`src/rtl/nmc_initiator.sv`:
```
// nmc_initiator: host-side initiator for the nmc near-memory block.
// Accepts WRITE / QUERY / FLUSH commands, pushes requests into the nmc FIFOs,
// tags every query response and buffers it for a valid/ready consumer.
// A WRITE is fenced until every issued query has returned, because nmc
// services writes ahead of queued queries.
// Optional feature: define NMC_INITIATOR_STATS_EN to build saturating
// hit/miss counters; otherwise hit_cnt/miss_cnt are tied to zero.

package nmc_pkg;
    localparam int ADDR_W   = 8;
    localparam int DATA_W   = 16;
    localparam int KEY_W    = 16;
    localparam int RESULT_W = 16;

    typedef struct packed {
        logic [ADDR_W-1:0] addr;
        logic [DATA_W-1:0] data;
    } nmc_wr_req_t;

    typedef struct packed {
        logic [KEY_W-1:0] key;
    } nmc_qr_req_t;

    typedef struct packed {
        logic                valid;
        logic                found;
        logic [RESULT_W-1:0] result;
    } nmc_qr_resp_t;
endpackage

module nmc_initiator
    import nmc_pkg::*;
#(
    parameter int TAG_W           = 4,
    parameter int RESP_FIFO_DEPTH = 8,
    parameter int CNT_W           = 32
) (
    input  logic                               clk,
    input  logic                               rst_n,
    input  logic                               cmd_vld,
    output logic                               cmd_rdy,
    input  logic [1:0]                         cmd_op,
    input  logic [$bits(nmc_wr_req_t)-1:0]     cmd_wr,
    input  logic [$bits(nmc_qr_req_t)-1:0]     cmd_qr,
    input  logic [TAG_W-1:0]                   cmd_tag,
    output logic [$bits(nmc_wr_req_t)-1:0]     nmc_wr_req,
    output logic                               nwr_push,
    input  logic                               nwr_full,
    output logic [$bits(nmc_qr_req_t)-1:0]     nmc_qr_req,
    output logic                               nqr_push,
    input  logic                               nqr_full,
    input  logic                               nmc_ready,
    input  logic [$bits(nmc_qr_resp_t)-1:0]    nmc_qr_resp,
    output logic                               resp_vld,
    input  logic                               resp_rdy,
    output logic                               resp_found,
    output logic [RESULT_W-1:0]                resp_result,
    output logic [TAG_W-1:0]                   resp_tag,
    output logic                               flush_done,
    output logic                               err_unexp,
    output logic [CNT_W-1:0]                   hit_cnt,
    output logic [CNT_W-1:0]                   miss_cnt
);

    localparam int PTR_W = $clog2(RESP_FIFO_DEPTH);
    localparam int OCC_W = PTR_W + 1;
    localparam int ENT_W = 1 + RESULT_W + TAG_W;

    localparam logic [OCC_W-1:0] OCC_ONE    = OCC_W'(1);
    localparam logic [PTR_W-1:0] PTR_ONE    = PTR_W'(1);
    localparam logic [OCC_W:0]   CREDIT_LIM = (OCC_W+1)'(RESP_FIFO_DEPTH);

    typedef enum logic [2:0] {
        ST_IDLE     = 3'd0,
        ST_WR_FENCE = 3'd1,
        ST_WR_PUSH  = 3'd2,
        ST_QR_PUSH  = 3'd3,
        ST_FLUSH    = 3'd4
    } state_t;

    state_t             state_r;
    logic               cmd_rdy_r;
    logic               flush_done_r;
    logic               err_unexp_r;
    nmc_wr_req_t        cmd_wr_r;
    nmc_qr_req_t        cmd_qr_r;
    logic [TAG_W-1:0]   cmd_tag_r;

    logic [OCC_W-1:0]   outstanding_r;
    logic [TAG_W-1:0]   tag_mem [RESP_FIFO_DEPTH];
    logic [PTR_W-1:0]   tag_wr_ptr_r;
    logic [PTR_W-1:0]   tag_rd_ptr_r;

    logic [ENT_W-1:0]   rsp_mem [RESP_FIFO_DEPTH];
    logic [PTR_W-1:0]   rsp_wr_ptr_r;
    logic [PTR_W-1:0]   rsp_rd_ptr_r;
    logic [OCC_W-1:0]   rsp_cnt_r;

    nmc_qr_resp_t       resp_in_s;
    logic               accept_s;
    logic               wr_push_s;
    logic               qr_push_s;
    logic               credit_ok_s;
    logic [OCC_W:0]     credit_sum_s;
    logic               rsp_take_s;
    logic               rsp_unexp_s;
    logic               rsp_pop_s;
    logic [OCC_W-1:0]   outstanding_nxt_s;
    logic               flush_ok_s;
    logic [ENT_W-1:0]   rsp_head_s;

    assign resp_in_s = nmc_qr_resp;

    // Push qualification, response capture decisions and outstanding look-ahead
    always_comb begin
        accept_s     = cmd_vld && cmd_rdy_r;
        credit_sum_s = {1'b0, outstanding_r} + {1'b0, rsp_cnt_r};
        // Queries in flight plus buffered responses never exceed the buffer,
        // so the capture path can never find the response FIFO full.
        credit_ok_s  = (credit_sum_s < CREDIT_LIM);

        wr_push_s = 1'b0;
        if (state_r == ST_WR_FENCE) begin
            wr_push_s = (outstanding_r == '0) && !nwr_full;
        end else if (state_r == ST_WR_PUSH) begin
            wr_push_s = !nwr_full;
        end else begin
            wr_push_s = 1'b0;
        end

        qr_push_s   = (state_r == ST_QR_PUSH) && !nqr_full && credit_ok_s;
        rsp_take_s  = resp_in_s.valid && (outstanding_r != '0);
        rsp_unexp_s = resp_in_s.valid && (outstanding_r == '0);
        rsp_pop_s   = (rsp_cnt_r != '0) && resp_rdy;

        outstanding_nxt_s = outstanding_r;
        if (qr_push_s && !rsp_take_s) begin
            outstanding_nxt_s = outstanding_r + OCC_ONE;
        end else if (!qr_push_s && rsp_take_s) begin
            outstanding_nxt_s = outstanding_r - OCC_ONE;
        end else begin
            outstanding_nxt_s = outstanding_r;
        end

        // Only one command is in service at a time, so no write can be
        // pending while a FLUSH waits; completion needs nmc drained and idle.
        flush_ok_s = (outstanding_nxt_s == '0) && nmc_ready;
    end

    // Command FSM: acceptance, command register, write fence and flush completion
    always_ff @(posedge clk or negedge rst_n) begin
        if (!rst_n) begin
            state_r      <= ST_IDLE;
            cmd_rdy_r    <= 1'b0;
            flush_done_r <= 1'b0;
            cmd_wr_r     <= '0;
            cmd_qr_r     <= '0;
            cmd_tag_r    <= '0;
        end else begin
            flush_done_r <= 1'b0;
            case (state_r)
                ST_IDLE: begin
                    if (accept_s) begin
                        cmd_wr_r  <= cmd_wr;
                        cmd_qr_r  <= cmd_qr;
                        cmd_tag_r <= cmd_tag;
                        case (cmd_op)
                            2'd0: begin
                                state_r   <= ST_WR_FENCE;
                                cmd_rdy_r <= 1'b0;
                            end
                            2'd1: begin
                                state_r   <= ST_QR_PUSH;
                                cmd_rdy_r <= 1'b0;
                            end
                            2'd2: begin
                                state_r   <= ST_FLUSH;
                                cmd_rdy_r <= 1'b0;
                            end
                            default: begin
                                state_r   <= ST_IDLE;
                                cmd_rdy_r <= 1'b1;
                            end
                        endcase
                    end else begin
                        cmd_rdy_r <= 1'b1;
                    end
                end
                ST_WR_FENCE: begin
                    if (wr_push_s) begin
                        state_r   <= ST_IDLE;
                        cmd_rdy_r <= 1'b1;
                    end else if (outstanding_r == '0) begin
                        state_r <= ST_WR_PUSH;
                    end
                end
                ST_WR_PUSH: begin
                    if (wr_push_s) begin
                        state_r   <= ST_IDLE;
                        cmd_rdy_r <= 1'b1;
                    end
                end
                ST_QR_PUSH: begin
                    if (qr_push_s) begin
                        state_r   <= ST_IDLE;
                        cmd_rdy_r <= 1'b1;
                    end
                end
                ST_FLUSH: begin
                    if (flush_ok_s) begin
                        state_r      <= ST_IDLE;
                        cmd_rdy_r    <= 1'b1;
                        flush_done_r <= 1'b1;
                    end
                end
                default: begin
                    state_r   <= ST_IDLE;
                    cmd_rdy_r <= 1'b1;
                end
            endcase
        end
    end

    // Outstanding count, FIFO pointers/occupancy and sticky unexpected-response flag
    always_ff @(posedge clk or negedge rst_n) begin
        if (!rst_n) begin
            outstanding_r <= '0;
            tag_wr_ptr_r  <= '0;
            tag_rd_ptr_r  <= '0;
            rsp_wr_ptr_r  <= '0;
            rsp_rd_ptr_r  <= '0;
            rsp_cnt_r     <= '0;
            err_unexp_r   <= 1'b0;
        end else begin
            outstanding_r <= outstanding_nxt_s;
            if (qr_push_s) begin
                tag_wr_ptr_r <= tag_wr_ptr_r + PTR_ONE;
            end
            if (rsp_take_s) begin
                tag_rd_ptr_r <= tag_rd_ptr_r + PTR_ONE;
                rsp_wr_ptr_r <= rsp_wr_ptr_r + PTR_ONE;
            end
            if (rsp_pop_s) begin
                rsp_rd_ptr_r <= rsp_rd_ptr_r + PTR_ONE;
            end
            if (rsp_take_s && !rsp_pop_s) begin
                rsp_cnt_r <= rsp_cnt_r + OCC_ONE;
            end else if (!rsp_take_s && rsp_pop_s) begin
                rsp_cnt_r <= rsp_cnt_r - OCC_ONE;
            end
            if (rsp_unexp_s) begin
                err_unexp_r <= 1'b1;
            end
        end
    end

    // Tag and response storage arrays (data only; validity tracked by pointers)
    always_ff @(posedge clk) begin
        if (qr_push_s) begin
            tag_mem[tag_wr_ptr_r] <= cmd_tag_r;
        end
        if (rsp_take_s) begin
            rsp_mem[rsp_wr_ptr_r] <= {resp_in_s.found, resp_in_s.result, tag_mem[tag_rd_ptr_r]};
        end
    end

    assign rsp_head_s  = rsp_mem[rsp_rd_ptr_r];
    assign resp_vld    = (rsp_cnt_r != '0);
    assign resp_found  = rsp_head_s[ENT_W-1];
    assign resp_result = rsp_head_s[ENT_W-2 -: RESULT_W];
    assign resp_tag    = rsp_head_s[TAG_W-1:0];

    assign cmd_rdy     = cmd_rdy_r;
    assign nwr_push    = wr_push_s;
    assign nqr_push    = qr_push_s;
    assign nmc_wr_req  = cmd_wr_r;
    assign nmc_qr_req  = cmd_qr_r;
    assign flush_done  = flush_done_r;
    assign err_unexp   = err_unexp_r;

`ifdef NMC_INITIATOR_STATS_EN
    logic [CNT_W-1:0] hit_cnt_r;
    logic [CNT_W-1:0] miss_cnt_r;

    // Saturating hit/miss counters over captured (expected) responses
    always_ff @(posedge clk or negedge rst_n) begin
        if (!rst_n) begin
            hit_cnt_r  <= '0;
            miss_cnt_r <= '0;
        end else if (rsp_take_s) begin
            if (resp_in_s.found) begin
                if (hit_cnt_r != '1) begin
                    hit_cnt_r <= hit_cnt_r + CNT_W'(1);
                end
            end else begin
                if (miss_cnt_r != '1) begin
                    miss_cnt_r <= miss_cnt_r + CNT_W'(1);
                end
            end
        end
    end

    assign hit_cnt  = hit_cnt_r;
    assign miss_cnt = miss_cnt_r;
`else
    assign hit_cnt  = '0;
    assign miss_cnt = '0;
`endif

endmodule

```
`config.mk`:
```
export PLATFORM = sky130hd
export DESIGN_NAME = nmc_initiator
export DESIGN_NICKNAME = d
export VERILOG_FILES = /design/src/rtl/nmc_initiator.sv
export SDC_FILE = /design/constraint.sdc
export NUM_CORES = 1
export LEC_CHECK = 0
export ABC_AREA = 0
export BUFFER_PORTS_ARGS = -buffer_cell sky130_fd_sc_hd__buf_2
export CORE_ASPECT_RATIO = 2
export CORE_UTILIZATION = 30
export CTS_CLUSTER_SIZE = 12
export DETAILED_ROUTE_END_ITERATION = 8
export GPL_TIMING_DRIVEN = 0
export SYNTH_ARGS = -nofsm -noshare
export SYNTH_HDL_FRONTEND = slang
export SYNTH_SLANG_ARGS = --single-unit
```
`constraint.sdc`:
```
create_clock -name clk -period 7.5 [get_ports clk]
set_input_delay 0.375 -clock clk [delete_from_list [all_inputs] [get_ports clk]]
set_output_delay 0.375 -clock clk [all_outputs]
set_load 0.03 [all_outputs]
```
==> results_dict.tcl <==
set metrics [dict create \
    status "finished, violations left" \
    violations "DRC" \
    skew_ns 0.0227 \
    drt_first_iter_violations 247 \
    grt_pass1_vias 6404 \
    fp.dieW_um 139 \
    finalHoldViolations 0 \
    crit_slowest_cell "clkbuf_1" \
    p_switching_mw 2.02 \
    setup_viol 0 \
    start_util 0.303 \
    vias 5981 \
    cts.path.max_buffers 3 \
    port_buffers 137 \
    final.setup.worst_slack_ns 4.34 \
    die_area_mm2 0.0384 \
    critPathKind "reg -> out" \
    synth_area_mm2 0.0113 \
    p_leak_nw 5.28 \
    cp-end-kind "output pin" \
    synth_top_family_by_area "multiplexers" \
    async_flop_share 0.259 \
    synth-xor-area-share 0.0117 \
    via_per_inst 4.44 \
    arrival_ns 2.79 \
    slew_headroom 0.258 \
    path_cells "clkbuf_1 > clkbuf_1 > mux4_2 > mux2_2 > buf_2" \
    diodes 0 \
    cts_htree_levels 1 \
    place_hpwl_um 16900 \
    maxSlewViolCount 0 \
    syn2layout_area_growth_pct 22.6 \
    holdPathStages 2 \
    drive_gt1_frac 0.439 \
    powerDensity_mw_per_mm2 409 \
    crit_required_ns 7.12 \
    slowest_delay_ns 0.69 \
    ys_seq_elements 270 \
    tightestPinTransition_ns 1.10 \
    max_cap_violations 0 \
    clock_power_share 0.227 \
    die-height_um 276 \
    dr.pass1.iters 8 \
    grt_remaining_overflow 0 \
    pre_cts_slack_ns 4.44 \
    post_cts_buffers 0 \
    synth_compound_area_frac 0.0150 \
    cts_sinks 270 \
    gp_congestion 0.748 \
    clkLatencyLatePin_ns 0.55 \
    grt_max_degree 58 \
    switching_share 0.357 \
    ys_types 51 \
    max_freq_mhz 316 \
    synthTopCellsByArea "edfxtp_1 (53%), dfrtp_1 (16%), mux4_2 (10%)" \
    routed_wl_um 23400 \
    cts_tree "done" \
    fp-row-count 100 \
    design_area_mm2 0.0138 \
    grt_use_total 0.125 \
    wl_per_cell_um 17.4 \
    setup_tns_ns 0 \
    min_path_type "in -> reg" \
    cts_made_buffers 27 \
    comb_power_share 0.384 \
    crit_fanout 10 \
    power.total_mw 5.65 \
    antenna_found_initial 2 \
    crit_top_cell "clkbuf_1" \
    seq_power_share 0.389 \
    reg2reg_depth 8 \
    rsz0062_at_grt "no" \
    synth_edf_count 200 \
    drc_errors 6 \
    pin_count 202 \
    clk_pin_slew_worst_paths_ns 0.06 \
    syn_avg_cell_area_um2 18.1 \
    coreArea_mm2 0.0372 \
    cts_root_buf "clkbuf_16" \
    netlist_instances 624 \
    grt_first_pass_wirelength_um 36400 \
    ys_seq_area_frac 0.688 \
    drtAntennaViolNets 0 \
    synthAdderAreaFrac 0.0171 \
    yosys_warnings 0 \
    postPlaceCellArea_mm2 0.0130 \
    synthSimpleGateAreaFrac 0.0373 \
    synth_top_area_cell "edfxtp_1" \
    min_period_ns 3.16 \
    synth.area.mux_share 0.176 \
    ir_drop_mv 0.242 \
    cp-start-kind "flip-flop" \
    yosys.area.top_type_share 0.533 \
    fin_crit_sh 0.421 \
    p_int_mw 3.63 \
    synthFlopType "edfxtp_1" \
    final_nets 952 \
]
## Yosys cell counts, types with 2 or more instances
library cell,number
edfxtp_1,200
or4_1,2
mux4_2,50
mux2_1,3
nand3_1,2
nor4b_1,3
nor4_1,3
nor3_1,10
mux2i_1,5
mux2_2,69
o21ai_0,5
nand4_1,2
nor3b_1,3
buf_1,2
nor2_1,13
nand3b_1,2
nand2_1,22
nand4b_1,2
dfrtp_1,70
xor2_1,2
o31ai_1,2
ha_1,13
o22ai_1,2
clkbuf_1,10
a21oi_1,8
inv_1,6
nand2b_1,3
buf_2,11
buf_4,64
xnor2_1,13
nor2b_1,2
## layout by cell type, fill, tap and decap left out, types with 4 or more instances in the layout
cell / instances
buf_6: 5
clkbuf_1: 26
buf_4: 67
edfxtp_1: 200
clkinv_1: 4
a21oi_1: 8
dfrtp_1: 70
inv_1: 6
nand2_1: 22
buf_2: 147
nor3_1: 6
nor3_2: 4
mux4_2: 50
xnor2_1: 13
conb_1: 64
mux2i_1: 5
o21ai_0: 5
nor2_1: 10
clkbuf_16: 27
mux2_2: 69
buf_8: 5
ha_1: 13
## power by group through the flow
stage | Combinational, mW | Sequential (mW) | Clock [mW]
4_1_cts | 2.23 | 2.21 | 1.33
2_1_floorplan | 1.36 | 2.42 | 0
3_5_place_dp | 2.23 | 2.23 | 0
6_report | 2.17 | 2.20 | 1.28
3_3_place_gp | 2.16 | 2.23 | 0
5_1_grt | 2.35 | 2.24 | 1.37
## final cells by class
cell class	count	area (µm²)
plain buffers	87	581
clock buffers	43	736
clock inverters	7	85.1
fillers	3464	23300
inverters	8	30.0
multi-input cells	322	3180
flip-flops and latches	270	7760
well taps	459	574
repair buffers	151	872
## kinds of logic (layout without fill, tap and decap cells)
family,after synthesis,in the layout
other,1,64
multiplexers,127,127
XOR/XNOR,15,15
adder cells (fa/ha/maj),15,15
AND/OR/NAND/NOR,76,76
AO/OA/AOI/OAI,25,25
flip-flops,270,270
buffers and inverters,95,296
## layer usage
metal	vias to the layer above	track usage	routed length (µm)
met5	-	0	11
met2	162	0.252	13600
met3	44	0.0230	1230
li1	2776	-	-
met4	2	0.0450	577
met1	2997	0.124	7950
## worst paths after layout
check / to / slack [ns] / startpoint
max in group asynchronous: nmc_qr_req[4] / 6.70 / rst_n
hold reg to reg: err_unexp / 0.47 / err_unexp
hold / removal: nmc_qr_req[9] / 0.05 / cmd_qr[9]
setup reg to reg: rsp_mem[3][2] / 4.49 / outstanding_r[0]
min in group asynchronous: state_r[0] / 0.23 / rst_n
setup / recovery: resp_result[14] / 4.34 / rsp_rd_ptr_r[1]
## stage by stage
step / util / hold WS [ns] / std cells
3_5_place_dp: 0.350 / 0.259 / 1296
3_3_place_gp: 0.344 / 0.463 / 1283
4_1_cts: 0.372 / 0.0226 / 1347
6_report: 0.372 / 0.0522 / 1347
2_1_floorplan: - / 0.0794 / 687
5_1_grt: 0.372 / 0.0293 / 1347
## sequential cells by signal, summed over array words and instances, names as in the netlist
signal         flops
tag_wr_ptr_r       3
nmc_wr_req        24
rsp_cnt_r          4
flush_done         1
outstanding_r      4
cmd_rdy            1
tag_mem           32
rsp_wr_ptr_r       3
cmd_tag_r          4
rsp_rd_ptr_r       3
err_unexp          1
state_r            3
rsp_mem          168
nmc_qr_req        16
tag_rd_ptr_r       3
## timing repair
action | CTS | global route
hold endpoints to repair | 22 | 0
hold buffers | 1 | 0
gates resized for setup | 0 | 0
## worst max-delay path: cells and delay by family, from the launching register on
kind / cells / cell delay, ns
muxes: 2 / 0.72
DFF: 1 / 0.35
buffers and inverters: 3 / 1.17
(Power assumes the default switching activity.)
